**src/rtl/kernel_array_sequencer_pkg.sv**
```systemverilog
// kernel_seq_pkg: shared types and default widths for the kernel array sequencer.
//   seq_state_e : sequencer states IDLE, START, RUN, DONE
//   owner_e     : which side drives the array port (HOST or KERNEL)
//   ADDR_W_DEF / DATA_W_DEF : default array address / data widths
package kernel_seq_pkg;
   localparam int ADDR_W_DEF = 10;
   localparam int DATA_W_DEF = 64;
   typedef enum logic [1:0] {IDLE, START, RUN, DONE} seq_state_e;
   typedef enum logic {HOST, KERNEL} owner_e;
endpackage

```
**src/rtl/kernel_array_sequencer_mux.sv**
```systemverilog
// array_port_mux: combinational selection of the RAM port from host or kernel.
//   owner                              : selected side
//   host_req/host_we/host_addr/host_wdata : host access
//   kern_we/kern_addr/kern_wdata       : kernel access
//   mem_we/mem_addr/mem_wdata          : RAM port; mem_we is 0 unless the selected side writes
module array_port_mux
   import kernel_seq_pkg::*;
#(
   parameter int ADDR_W = ADDR_W_DEF,
   parameter int DATA_W = DATA_W_DEF
) (
   input  owner_e              owner,
   input  logic                host_req,
   input  logic                host_we,
   input  logic [ADDR_W-1:0]   host_addr,
   input  logic [DATA_W-1:0]   host_wdata,
   input  logic                kern_we,
   input  logic [ADDR_W-1:0]   kern_addr,
   input  logic [DATA_W-1:0]   kern_wdata,
   output logic                mem_we,
   output logic [ADDR_W-1:0]   mem_addr,
   output logic [DATA_W-1:0]   mem_wdata
);
   always_comb begin
      mem_we    = owner == KERNEL ? kern_we : host_req & host_we;
      mem_addr  = owner == KERNEL ? kern_addr : host_addr;
      mem_wdata = owner == KERNEL ? kern_wdata : host_wdata;
   end
endmodule

```
**src/rtl/kernel_array_sequencer.sv**
```systemverilog
// kernel_array_sequencer: hands a single-port array RAM between host and one kernel.
//   clk, rst                 : clock, synchronous active-high reset
//   host_req/we/addr/wdata   : host access; host_gnt accepts it (combinational)
//   host_rvalid/host_rdata   : read data, one cycle after a granted read
//   run / busy / done        : kernel start request, kernel owns array, completion pulse
//   kern_r_enable/w_enable   : kernel start pulse / kernel finished
//   kern_we/addr/wdata/rdata : kernel array port
//   mem_we/addr/wdata/rdata  : RAM port (registered read, 1-cycle latency)
//   run_cycles               : START+RUN cycle count, only with KERNEL_CYCLE_COUNT_EN
module kernel_array_sequencer
   import kernel_seq_pkg::*;
#(
   parameter int ADDR_W = ADDR_W_DEF,
   parameter int DATA_W = DATA_W_DEF
) (
   input  logic                clk,
   input  logic                rst,
   input  logic                host_req,
   input  logic                host_we,
   input  logic [ADDR_W-1:0]   host_addr,
   input  logic [DATA_W-1:0]   host_wdata,
   output logic                host_gnt,
   output logic                host_rvalid,
   output logic [DATA_W-1:0]   host_rdata,
   input  logic                run,
   output logic                busy,
   output logic                done,
   output logic                kern_r_enable,
   input  logic                kern_w_enable,
   input  logic                kern_we,
   input  logic [ADDR_W-1:0]   kern_addr,
   input  logic [DATA_W-1:0]   kern_wdata,
   output logic [DATA_W-1:0]   kern_rdata,
   output logic                mem_we,
   output logic [ADDR_W-1:0]   mem_addr,
   output logic [DATA_W-1:0]   mem_wdata,
`ifdef KERNEL_CYCLE_COUNT_EN
   output logic [31:0]         run_cycles,
`endif
   input  logic [DATA_W-1:0]   mem_rdata
);
   seq_state_e state, state_n;
   owner_e     owner;
   always_comb begin
      state_n  = state == IDLE  ? (run ? START : IDLE)
               : state == START ? RUN
               : state == RUN   ? (kern_w_enable ? DONE : RUN)
               : IDLE;
      owner    = (state == START || state == RUN) ? KERNEL : HOST;
      host_gnt = host_req && owner == HOST;
   end
   // Status outputs are registered from the next state so they line up with state.
   always_ff @(posedge clk) begin
      if (rst) begin
         state         <= IDLE;
         busy          <= 1'b0;
         done          <= 1'b0;
         kern_r_enable <= 1'b0;
         host_rvalid   <= 1'b0;
      end else begin
         state         <= state_n;
         busy          <= state_n == START || state_n == RUN;
         done          <= state_n == DONE;
         kern_r_enable <= state_n == START;
         host_rvalid   <= host_gnt & ~host_we;
      end
   end
`ifdef KERNEL_CYCLE_COUNT_EN
   // Cleared on the edge into START, so START itself is the first counted cycle.
   always_ff @(posedge clk) begin
      if (rst)
         run_cycles <= '0;
      else if (state == IDLE && state_n == START)
         run_cycles <= '0;
      else if (state == START || state == RUN)
         run_cycles <= run_cycles + {31'd0, ~&run_cycles};
   end
`endif
   assign host_rdata = mem_rdata;
   assign kern_rdata = mem_rdata;
   array_port_mux #(.ADDR_W(ADDR_W), .DATA_W(DATA_W)) u_mux (
      .owner      (owner),
      .host_req   (host_req),
      .host_we    (host_we),
      .host_addr  (host_addr),
      .host_wdata (host_wdata),
      .kern_we    (kern_we),
      .kern_addr  (kern_addr),
      .kern_wdata (kern_wdata),
      .mem_we     (mem_we),
      .mem_addr   (mem_addr),
      .mem_wdata  (mem_wdata)
   );
endmodule

```
**config.mk**
```make
export PLATFORM = sky130hd
export DESIGN_NAME = kernel_array_sequencer
export DESIGN_NICKNAME = d
export VERILOG_FILES = /design/src/rtl/kernel_array_sequencer_pkg.sv /design/src/rtl/kernel_array_sequencer_mux.sv /design/src/rtl/kernel_array_sequencer.sv
export SDC_FILE = /design/constraint.sdc
export NUM_CORES = 1
export LEC_CHECK = 0
export CAP_MARGIN = 0
export CELL_PAD_IN_SITES_DETAIL_PLACEMENT = 2
export CELL_PAD_IN_SITES_GLOBAL_PLACEMENT = 2
export CORE_AREA = 2 2 167 169
export DETAILED_ROUTE_END_ITERATION = 10
export DIE_AREA = 0 0 169 171
export PLACE_DENSITY = 0.89
export SYNTH_ARGS = -nofsm -noshare
export SYNTH_HDL_FRONTEND = slang
export SYNTH_SLANG_ARGS = --single-unit
export TNS_END_PERCENT = 50
```
**constraint.sdc**
```tcl
create_clock -name clk -period 4.8 [get_ports clk]
set_input_delay 0.72 -clock clk [delete_from_list [all_inputs] [get_ports clk]]
set_output_delay 0.72 -clock clk [all_outputs]
set_load 0.05 [all_outputs]
```
* Yosys cells after proc, flatten, opt, wreduce, memory -nomap -nowiden *
Index checks and enable logic that the tools add are counted.

operators by class
  $add $sub $neg = 0
  $mul = 0
  divide/modulo/power cells = 0
  $lt $le $gt $ge = 0
  equality and inequality tests = 5
  shifts and indexed selects = 0
  multiplexer cells = 9
  bitwise operators = 4
  reductions and logical operators = 4

operators by type and width
  operator            number
  $mux 64             1
  $mux 10             1
  $eq 2x2->1 const B  3
  $mux 2              3
  $eq 2x1->1 const B  2
  $mux 1              4
  $and 1x1->1         2
  $logic_not 2->1     1
  $logic_or 1x1->1    2
  $not 1->1           2
  $logic_and 1x1->1   1

storage, ports and cells
  register bits after elaboration = 6
  latch bits = 0
  bits in writable memories = 0
  bits in read-only memories = 0
  word-level logic and storage cells = 27
  memories = 0

* Logic depth before layout (Yosys ltp) *
Gate-level depths: netlist (run 1).

  depth in word-level cells = 6
  mapped depth = 8

* Hierarchy *
A second synthesis (run 1) with hierarchy kept.

second synthesis, totals
  cells, all modules = 237
  area total of the unflattened synthesis = 2245.9 um^2

modules (own cells, without submodules)
  module                  times used  cells each  area each (um^2)  sequential area each (um^2)
  kernel_array_sequencer  1           152         1219.9            120.1
  array_port_mux          1           85          1026.0            0.0

* Least setup slack after synthesis (run 1) *
OpenSTA, ideal clock, no wires.

  path kind = reg2out
  start point = register state[0]
  end point = output port mem_we
  data arrival time = 1932 ps
  data required time = 4080 ps
  path slack = 2148 ps
  cell stages (with the launch flop) = 7
  path buffers = 2
  cell sequence = dfxtp_1 inv_1 ha_1 buf_6 buf_6 nor2b_2 a22o_1

between the ends
  longest elaborated chain between the ends = 4

ends and longest elaborated chain
  what                                      line                              RTL
  start, declared                           kernel_array_sequencer.sv:42      seq_state_e state, state_n;
  start signal, assigned                    kernel_array_sequencer.sv:61      state <= state_n;
  $eq 2x1->1 or $eq 2x2->1 (tied branches)  kernel_array_sequencer.sv:49      owner = (state == START || state == RUN) ? KERNEL : HOST;
  $logic_or 1x1->1 (*)                      kernel_array_sequencer.sv:49
  $mux 1 (*)                                kernel_array_sequencer.sv:49
  $mux 1 (*)                                kernel_array_sequencer_mux.sv:25  mem_we = owner == KERNEL ? kern_we : host_req & host_we;
  end, declared                             kernel_array_sequencer.sv:34      output logic mem_we,

Mark *: on every way between the ends. The rest lies on a longest branch, timed or not.

* Worst setup path after layout (run 1) *
  start point = register state[1]
  end point = output port mem_wdata[62]

between the ends
  longest elaborated chain between the ends = 4

ends and longest elaborated chain
  what                                      line                              RTL
  $eq 2x1->1 or $eq 2x2->1 (tied branches)  kernel_array_sequencer.sv:49
  $logic_or 1x1->1 (*)                      kernel_array_sequencer.sv:49
  $mux 1 (*)                                kernel_array_sequencer.sv:49
  $mux 64 (*)                               kernel_array_sequencer_mux.sv:27  mem_wdata = owner == KERNEL ? kern_wdata : host_wdata;
  end, declared                             kernel_array_sequencer.sv:36      output logic [DATA_W-1:0] mem_wdata,

Marked as above.

==> flow_summary_export.csv, run 1 <==
group,metric,value,unit
clocking,clkTransAtPathRegs,0.05,ns
place,place_inst,680,
sta,timing_hold_violations_final,0,
final_layout,layout-area-overhead-vs-synth,82.4,%
clocking,clock_tree.buffer_depth,2,
die,std_cell_rows,61,
place,gp_routability_congestion,0.646,
sta,setup_violations,0,
critical_path,timing.critical_path.from_type,"register",
final_layout,multi_input_area,0.00108,mm²
yosys,async_flop_share,0,
sta,grt_setup_unrepaired,"false",
yosys,synthesis.area,0.00224,mm²
worst_hold_path,worstHoldPathType,"register to register",
yosys,postSynthRegisterBits,6,
critical_path,cp-end-kind,"output port",
worst_hold_path,min_delay_path_depth,3,
clocking,cts_repair_resize_count,0,
final_layout,final_cell_count_no_fill,683,
final_layout,number_of_antenna_cells_inserted,0,
clocking,clock_root_cell,"sky130_fd_sc_hd__clkbuf_16",
power_and_ir_drop,cellLeakagePower,1.47,nW
die,starting_density_of_the_core,0.0819,
sta,finalWorstPathRequiredPeriod,3.47,ns
yosys,synth.lib_cells_used.distinct,16,
sta,timing_limited_maximum_frequency,288,MHz
critical_path,worstPathArrival,2.75,ns
yosys,synth_most_common_cell,"sky130_fd_sc_hd__buf_4",
yosys,synthTopCellsByArea,"sky130_fd_sc_hd__buf_4, sky130_fd_sc_hd__mux2_2, sky130_fd_sc_hd__mux2_4",
detailed_routing,route.final.wire_length,9160,µm
final_layout,fin_nets,563,
sta,skew,0.00893,ns
critical_path,cp_cell_sequence,"inv_1, ha_4, buf_12, mux2_2, clkdlybuf4s50_1",
detailed_routing,antenna_left,0,
global_routing,global_route.usage.total,0.0579,
global_routing,grt_pass1_vias,2272,
die,io-pin-count,427,
global_routing,grt_max_degree,42,
detailed_routing,post-route-drc-count,0,
critical_path,cp_max_fo,41,
clocking,worst_skew_pair_latency,0.24,ns
place,dp_hpwl,7990,µm
sta,tns,0,ns
final_layout,sequential_cell_area,120,µm²
job,max-cap-violations,0,
critical_path,critPathKind,"register to output port",
sta,finalMaxSlewViolations,0,
detailed_routing,drt-vias-per-instance,2.92,
critical_path,critPathRequiredTime,4.08,ns
yosys,synth_ff_type,"sky130_fd_sc_hd__dfxtp_1",
die,core_area,0.0273,mm²
detailed_routing,vias,1991,
clocking,tritoncts,"yes",
final_layout,post_route_cells_drive_above_1_share,0.237,
die,die_height,171,µm
die,die-width,169,µm
yosys,synthesis.nets,460,
sta,max_slew.worst_pin.slew,0.609,ns
clocking,h-tree-depth,1,
power_and_ir_drop,vdd_drop_max,118,µV
critical_path,worst_r2r_path_depth,6,
global_routing,wire_length_of_the_first_global_routing_pass,12700,µm
yosys,top_cells_by_instance_count_after_synthesis,"sky130_fd_sc_hd__buf_4, sky130_fd_sc_hd__mux2_2, sky130_fd_sc_hd__mux2_4",
power_and_ir_drop,power.density,272,mW/mm²
yosys,synth_enable_flop_cells,0,
sta,timing.final.crit_share,0.723,
status,status,"finished, final reports clean",
global_routing,initial_antenna_violation_count,0,
detailed_routing,drt-pass1-iter-count,4,
yosys,yosys.area.top_type,"sky130_fd_sc_hd__buf_4",
yosys,cell_count_after_synthesis,236,
global_routing,global_route.overflow_total,0,
die,floorplan.die_area,0.0289,mm²
final_layout,num-fill-cells,3172,
yosys,synth-warning-count,0,
critical_path,cpPeakStageDelay,0.71,ns
clocking,clock_buffer_count_from_cts,3,
clocking,cts_setup_buffers,0,
critical_path,crit_slowest_cell,"sky130_fd_sc_hd__clkdlybuf4s50_1",
sta,timing.max_slew.rel_slack,0.593,
yosys,yosysTopAreaCellShare,0.429,
clocking,cts.hold.buffers_added,0,
place,portBuffers,234,
yosys,avgSynthCellArea,9.48,µm²
yosys,synth.yosys.seq_area_share,0.0537,
clocking,clock_sinks,6,
detailed_routing,drtIter0Drc,23,
detailed_routing,routed_wire_length_per_instance,13.4,µm
[kinds of logic after synthesis]
group / share of synthesized area
AND/OR/NAND/NOR: 0.0246
buffers and inverters: 0.468
multiplexers: 0.419
adder cells (fa/ha/maj): 0.0279
AO/OA/AOI/OAI: 0.00615
flip-flops: 0.0537
[placed cells by master (no fill, tap or decap)]
master                            instances
sky130_fd_sc_hd__nor2_1                   2
sky130_fd_sc_hd__inv_1                    3
sky130_fd_sc_hd__clkbuf_16                3
sky130_fd_sc_hd__mux2_2                  46
sky130_fd_sc_hd__nor2b_2                  1
sky130_fd_sc_hd__ha_4                     1
sky130_fd_sc_hd__dfxtp_1                  6
sky130_fd_sc_hd__ha_1                     4
sky130_fd_sc_hd__nor3b_1                  1
sky130_fd_sc_hd__buf_12                   1
sky130_fd_sc_hd__clkdlybuf4s50_1        234
sky130_fd_sc_hd__a22o_1                   1
sky130_fd_sc_hd__a21oi_1                  1
sky130_fd_sc_hd__nand2_1                  2
sky130_fd_sc_hd__nor2b_1                  2
sky130_fd_sc_hd__mux2_4                  28
sky130_fd_sc_hd__nand4bb_1                1
[report_power, final]
group | leakage, nW | switching, mW | internal [mW]
clock | 0.0370 | 0.0374 | 0.108
sequential | 0.0493 | 0.00199 | 0.0551
combinational | 1.38 | 0.503 | 0.406
[stage by stage]
step | utilization | worst slack, ns | power (mW) | area [µm²] | hold slack, ns
2_1_floorplan | - | 2.15 | 0.930 | 2240 | 0.657
3_3_place_gp | 0.147 | 1.57 | 0.965 | 4010 | 0.697
3_5_place_dp | 0.147 | 1.53 | 0.975 | 4010 | 0.733
4_1_cts | 0.149 | 1.28 | 1.13 | 4080 | 0.752
5_1_grt | 0.149 | 1.16 | 1.16 | 4080 | 0.782
6_report | 0.149 | 1.33 | 1.11 | 4080 | 0.740
[critical path: cells and delay by family (launching register included)]
family     cells  cell delay, ns
flops          1            0.32
fa+ha+maj      1            0.62
buf+inv        3            1.10
mux            1            0.37
[per-layer routing]
metal | vias up | track usage | routed length [µm]
met1 | 890 | 0.0492 | 2840
met3 | 21 | 0.0416 | 1560
met4 | 0 | 0.0145 | 177
met5 | - | 0 | 0
li1 | 857 | - | -
met2 | 223 | 0.108 | 4580
[area by class of cell]
class	count	share of cell area
timing repair buffer	235	0.578
multi-input combinational	90	0.265
tap	346	0.106
sequential	6	0.0294
clock buffer	3	0.0184
inverter	3	0.00276
[state kept, by name (all words and copies together), names as in the netlist]
name,flops
busy,1
done,1
kern_r_enable,1
host_rvalid,1
state,2
[final timing paths]
| kind | startpoint | endpoint | slack [ns] |
|---|---|---|---|
| worst min-delay path | state[1]$_SDFF_PP0_ | state[0]$_SDFF_PP0_ | 0.74 |
| worst max-delay path | state[1]$_SDFF_PP0_ | mem_wdata[62] | 1.33 |
| worst min register to register | state[1]$_SDFF_PP0_ | state[0]$_SDFF_PP0_ | 0.74 |
| worst max register to register | state[1]$_SDFF_PP0_ | busy$_SDFF_PP0_ | 2.80 |
No activity file was read; power rests on OpenSTA's default activity.
==> run 2, diff against run 1 <==
==> constraint.sdc (replaced) <==
create_clock -name clk -period 3.4 [get_ports clk]
set_input_delay 0.51 -clock clk [delete_from_list [all_inputs] [get_ports clk]]
set_output_delay 0.51 -clock clk [all_outputs]
set_load 0.05 [all_outputs]
==> run 2 against run 1 <==
  * Critical path type unchanged
  * Cell count increased by 0.15%
  * Flip-flop and latch count unchanged
  * Hold slack got worse by 0.029 ns
  * Register-to-register slack got worse by 0.93 ns
  * Global-route usage about the same
  * Clock skew decreased by 0.0050 ns
  * Clock power increased by 42%
  * Power increased by 42%
  * Highest routed layer unchanged
==> flow_summary_export.csv, run 2 (same netlist as run 1, synthesis figures left out) <==
group,metric,value,unit
sta,setup_ws,0.516,ns
power_and_ir_drop,seq_power_share,0.051,
sta,skew,0.00394,ns
detailed_routing,routed_wire_length_per_instance,13.3,µm
die,io-pin-count,427,
detailed_routing,route.final.wire_length,9100,µm
global_routing,grt_pass1_vias,2314,
sta,finalWorstPathRequiredPeriod,2.88,ns
global_routing,grt_max_degree,47,
critical_path,critPathRequiredTime,2.89,ns
clocking,worst_skew_pair_latency,0.24,ns
final_layout,largest_reg_flops,2,
critical_path,cp_max_fo,46,
final_layout,layout_commonest_cell,"sky130_fd_sc_hd__clkdlybuf4s50_1",
critical_path,cp_cell_sequence,"inv_1, ha_4, buf_12, mux2_2, clkdlybuf4s50_1",
clocking,clock_tree.buffer_depth,2,
power_and_ir_drop,cellInternalPower,0.809,mW
final_layout,number_of_antenna_cells_inserted,0,
clocking,tritoncts,"yes",
power_and_ir_drop,vdd_drop_max,144,µV
detailed_routing,drt-vias-per-instance,2.92,
die,floorplan.die_area,0.0289,mm²
power_and_ir_drop,power.density,384,mW/mm²
critical_path,crit_slowest_cell,"sky130_fd_sc_hd__clkdlybuf4s50_1",
worst_hold_path,worstHoldPathType,"register to register",
final_layout,num-fill-cells,3161,
power_and_ir_drop,total_power,1.58,mW
die,core_area,0.0273,mm²
die,starting_density_of_the_core,0.0819,
power_and_ir_drop,power_frac_clock,0.131,
detailed_routing,vias,1994,
die,die_height,171,µm
clocking,clock_root_cell,"sky130_fd_sc_hd__clkbuf_16",
clocking,clkTransAtPathRegs,0.04,ns
critical_path,timing.critical_path.from_type,"register",
sta,timing_hold_violations_final,0,
place,placement_setup_slack,0.732,ns
sta,timing_limited_maximum_frequency,347,MHz
clocking,h-tree-depth,1,
global_routing,initial_antenna_violation_count,0,
sta,grt_setup_unrepaired,"false",
detailed_routing,antenna_left,0,
final_layout,layout-area-overhead-vs-synth,83.3,%
clocking,cts_repair_resize_count,0,
clocking,cts_setup_buffers,0,
global_routing,global_route.overflow_total,0,
detailed_routing,post-route-drc-count,0,
place,portBuffers,234,
critical_path,critPathKind,"register to output port",
sta,finalMaxSlewViolations,0,
critical_path,worstPathBufferInverterCount,3,
power_and_ir_drop,cellLeakagePower,1.47,nW
critical_path,critPathTopFamily,"buffers and inverters",
job,max-cap-violations,0,
critical_path,worstPathArrival,2.37,ns
detailed_routing,drtIter0Drc,14,
global_routing,wire_length_of_the_first_global_routing_pass,12700,µm
power_and_ir_drop,swShare,0.486,
clocking,clock_buffer_count_from_cts,3,
global_routing,global_route.usage.total,0.0579,
sta,setup_violations,0,
final_layout,layout_common_cells,"sky130_fd_sc_hd__clkdlybuf4s50_1, sky130_fd_sc_hd__mux2_2, sky130_fd_sc_hd__mux2_4, sky130_fd_sc_hd__dfxtp_1, sky130_fd_sc_hd__ha_1",
power_and_ir_drop,power.switching,0.766,mW
power_and_ir_drop,power_frac_comb,0.818,
sta,timing.max_slew.rel_slack,0.624,
final_layout,post_route_cells_drive_above_1_share,0.240,
place,gp_routability_congestion,0.716,
sta,timing.final.crit_share,0.848,
detailed_routing,drt-pass1-iter-count,2,
place,dp_hpwl,7950,µm
critical_path,cp-end-kind,"output port",
sta,tns,0,ns
final_layout,fin_nets,564,
place,place_inst,681,
final_layout,largest-register,"state",
final_layout,final_cell_count_no_fill,684,
clocking,clock_sinks,6,
die,std_cell_rows,61,
clocking,cts.hold.buffers_added,0,
die,die-width,169,µm
critical_path,cpPeakStageDelay,0.74,ns
sta,max_slew.worst_pin.slew,0.563,ns
status,status,"finished, final reports clean",
## run 2: per-stage QoR
stage               utilization  area [µm²]  hold slack (ns)
global route              0.150        4100            0.773
global placement          0.147        4030            0.709
floorplan                     -        2240            0.577
CTS                       0.150        4100            0.714
detailed placement        0.147        4030            0.727
finish                    0.150        4100            0.711
## run 2: per-layer routing
metal | wire (µm) | vias to the layer above | part of all wire | global-route usage
met5 | 0 | - | 0 | 0
met4 | 174 | 0 | 0.019 | 0.0156
met3 | 1670 | 21 | 0.18 | 0.0444
met2 | 4470 | 218 | 0.49 | 0.107
met1 | 2780 | 895 | 0.31 | 0.0480
li1 | - | 860 | - | -
## run 2: worst register-to-register path, stage by stage (launching register included)
cell and delay, ns:
sky130_fd_sc_hd__dfxtp_1 0.33, sky130_fd_sc_hd__inv_1 0.09, sky130_fd_sc_hd__ha_4 0.30, sky130_fd_sc_hd__buf_12 0.23, sky130_fd_sc_hd__inv_1 0.10, sky130_fd_sc_hd__ha_1 0.31
sky130_fd_sc_hd__nor2_1 0.10
## run 2: worst paths after layout
kind	end	from	cells after the start	slack, ns
setup / recovery	mem_wdata[20]	state[0]$_SDFF_PP0_	5	0.52
hold / removal	state[0]$_SDFF_PP0_	state[1]$_SDFF_PP0_	3	0.71
setup reg to reg	busy$_SDFF_PP0_	state[0]$_SDFF_PP0_	6	1.87
hold reg to reg	state[0]$_SDFF_PP0_	state[1]$_SDFF_PP0_	3	0.71
## run 2: final cells by class
type	count	area, µm²	share of cell area
multi-input combinational	90	1080	0.264
timing repair buffer	236	2380	0.580
clock buffer	3	75.1	0.0183
inverter	3	11.3	0.00274
sequential	6	120	0.0293
tap	346	433	0.105
## run 2: power groups by stage
stage | Clock [mW] | Sequential [mW] | Combinational, mW
2_1_floorplan | 0 | 0.0978 | 1.21
3_3_place_gp | 0 | 0.0811 | 1.29
3_5_place_dp | 0 | 0.0816 | 1.31
4_1_cts | 0.214 | 0.0804 | 1.31
5_1_grt | 0.218 | 0.0809 | 1.35
6_report | 0.206 | 0.0803 | 1.29
==> run 3, diff against run 2 <==
--- a/config.mk
+++ b/config.mk
@@ -11,7 +11,7 @@
 export CORE_AREA = 2 2 167 169
 export DETAILED_ROUTE_END_ITERATION = 10
 export DIE_AREA = 0 0 169 171
-export PLACE_DENSITY = 0.89
+export PLACE_DENSITY = 0.92
 export SYNTH_ARGS = -nofsm -noshare
 export SYNTH_HDL_FRONTEND = slang
 export SYNTH_SLANG_ARGS = --single-unit
==> constraint.sdc (replaced) <==
create_clock -name clk -period 2.4 [get_ports clk]
set_input_delay 0.36 -clock clk [delete_from_list [all_inputs] [get_ports clk]]
set_output_delay 0.36 -clock clk [all_outputs]
set_load 0.05 [all_outputs]
==> run 3 against run 2 <==
  * Cell count grew 0.44%
  * Largest cell class unchanged
  * Register-to-register slack lost 1.1 ns
  * Highest routed layer unchanged
  * Critical path type unchanged
  * First-iteration DRC count shrank 57%
==> flow_summary_export.csv, run 3 (same netlist as run 1, synthesis figures left out) <==
group,metric,value,unit
status,status,"finished, final reports clean",
sta,setup_ws,0.126,ns
die,io-pin-count,427,
clocking,clock_tree.buffer_depth,2,
clocking,cts.hold.buffers_added,0,
sta,grt_setup_unrepaired,"false",
power_and_ir_drop,power.switching,1.09,mW
clocking,cts_setup_buffers,0,
global_routing,use_met2,0.111,
detailed_routing,drtIter0Drc,6,
detailed_routing,drt-pass1-iter-count,2,
clocking,h-tree-depth,1,
sta,finalWorstPathRequiredPeriod,2.27,ns
clocking,tritoncts,"yes",
detailed_routing,drt-vias-per-instance,2.84,
detailed_routing,post-route-drc-count,0,
power_and_ir_drop,vdd_drop_max,235,µV
place,gp_routability_congestion,0.718,
power_and_ir_drop,power.density,553,mW/mm²
global_routing,global_route.peak_usage_layer,"met2",
die,std_cell_rows,61,
power_and_ir_drop,swShare,0.499,
final_layout,layout-area-overhead-vs-synth,75.9,%
worst_hold_path,min_from,"mem_rdata[42]",
die,core_area,0.0273,mm²
final_layout,layout_common_cells,"sky130_fd_sc_hd__clkdlybuf4s50_1, sky130_fd_sc_hd__buf_4, sky130_fd_sc_hd__mux2_2, sky130_fd_sc_hd__mux2_4, sky130_fd_sc_hd__dfxtp_1",
sta,timing_hold_violations_final,0,
power_and_ir_drop,cellInternalPower,1.09,mW
sta,setup_violations,0,
die,floorplan.die_area,0.0289,mm²
die,die_height,171,µm
critical_path,worst_r2r_path_depth,5,
critical_path,timing.critical_path.from_type,"register",
critical_path,rr_startpoint,"state[0]$_SDFF_PP0_",
power_and_ir_drop,power_frac_comb,0.821,
worst_hold_path,worstHoldPathType,"input port to output port",
place,dp_hpwl,8660,µm
critical_path,cp_max_fo,35,
detailed_routing,routed_wire_length_per_instance,13.8,µm
critical_path,rrSetupSlack,0.73,ns
power_and_ir_drop,seq_power_share,0.053,
critical_path,critPathKind,"register to output port",
sta,skew,0.00184,ns
critical_path,cp_cell_sequence,"inv_1, ha_4, buf_12, mux2_2, buf_4",
worst_hold_path,min_delay_path_depth,0,
die,starting_density_of_the_core,0.0819,
die,die-width,169,µm
final_layout,largest-register,"state",
sta,finalMaxSlewViolations,0,
final_layout,number_of_antenna_cells_inserted,0,
global_routing,global_route.overflow_total,0,
worst_hold_path,min_to,"kern_rdata[42]",
global_routing,global_route.usage.total,0.0610,
final_layout,layout_commonest_cell,"sky130_fd_sc_hd__clkdlybuf4s50_1",
clocking,clock_buffer_count_from_cts,3,
clocking,clock_sinks,6,
critical_path,cp-end-kind,"output port",
global_routing,grt_max_degree,36,
place,portBuffers,234,
critical_path,worstPathArrival,1.91,ns
sta,timing.final.crit_share,0.948,
job,max-cap-violations,0,
global_routing,met1_usage,0.0577,
detailed_routing,route.final.wire_length,9480,µm
final_layout,largest_reg_flops,2,
sta,timing.max_slew.rel_slack,0.587,
clocking,clkTransAtPathRegs,0.04,ns
clocking,clock_root_cell,"sky130_fd_sc_hd__clkbuf_16",
clocking,worst_skew_pair_latency,0.23,ns
clocking,cts_repair_resize_count,0,
global_routing,grt_util_met3,0.0377,
final_layout,fin_nets,567,
power_and_ir_drop,power_frac_clock,0.126,
global_routing,wire_length_of_the_first_global_routing_pass,13200,µm
critical_path,cpPeakStageDelay,0.40,ns
power_and_ir_drop,total_power,2.18,mW
sta,timing_limited_maximum_frequency,440,MHz
critical_path,critPathRequiredTime,2.04,ns
critical_path,crit_slowest_cell,"sky130_fd_sc_hd__ha_4",
place,placement_setup_slack,0.330,ns
final_layout,post_route_cells_drive_above_1_share,0.469,
power_and_ir_drop,cellLeakagePower,1.56,nW
global_routing,initial_antenna_violation_count,0,
critical_path,critical_path.reg2reg.endpoint,"host_rvalid$_SDFF_PP0_",
global_routing,grt_pass1_vias,2302,
sta,tns,0,ns
sta,max_slew.worst_pin.slew,0.618,ns
detailed_routing,vias,1948,
detailed_routing,antenna_left,0,
final_layout,post-route-util,0.144,
==> run 3: cell types whose count changed in the layout (fill, tap and decap cells not counted) <==
| cell | delta |
|---|---|
| sky130_fd_sc_hd__buf_4 | +79 |
| sky130_fd_sc_hd__clkdlybuf4s50_1 | -76 |
==> run 3: worst max-delay path: cells and delay by family (launching register included) <==
kind	cells	cell delay, ns
adder cells (fa/ha/maj)	1	0.40
buffers and inverters	3	0.54
flip-flops	1	0.33
multiplexers	1	0.37
==> run 3: power by group through the flow <==
stage | clock, mW | sequential (mW) | combinational, mW
finish | 0.275 | 0.115 | 1.79
global route | 0.285 | 0.116 | 1.87
CTS | 0.282 | 0.115 | 1.82
detailed placement | 0 | 0.116 | 1.81
global placement | 0 | 0.115 | 1.78
floorplan | 0 | 0.139 | 1.72
==> run 3: area by class of cell <==
| type | count | area [µm²] |
|---|---|---|
| Clock buffer | 3 | 75.1 |
| Fill cell | 3182 | 23400 |
| Inverter | 3 | 11.3 |
| Multi-Input combinational cell | 90 | 1080 |
| Sequential cell | 6 | 120 |
| Tap cell | 346 | 433 |
| Timing Repair Buffer | 239 | 2210 |
==> run 3: worst max-delay path by stage <==
| stage | from | endpoint | slack [ns] | cells after the start |
|---|---|---|---|---|
| final | state[0]$_SDFF_PP0_ | mem_addr[9] | 0.13 | 5 |
| after global routing | state[1]$_SDFF_PP0_ | mem_wdata[62] | 0.03 | 5 |
| after CTS | state[0]$_SDFF_PP0_ | mem_addr[9] | 0.08 | 5 |
| after detailed placement | state[0]$_SDFF_PP0_ | mem_wdata[61] | 0.33 | 5 |
| after global placement | state[0]$_SDFF_PP0_ | mem_wdata[6] | 0.38 | 5 |
| after floorplan | state[0]$_SDFF_PP0_ | mem_we | 0.11 | 6 |
==> run 3: through the flow <==
step / hold slack, ns / cells / area [µm²]
after floorplan: 0.427 / 236 / 2240
after global placement: 0.707 / 684 / 3860
after detailed placement: 0.720 / 684 / 3860
after CTS: 0.720 / 687 / 3940
after global routing: 0.720 / 687 / 3940
final: 0.720 / 687 / 3940
==> run 3: layer usage <==
layer / wire length (µm) / vias up
met5: 0 / -
met1: 3240 / 869
li1: - / 862
met2: 4750 / 202
met4: 110 / 0
met3: 1390 / 15
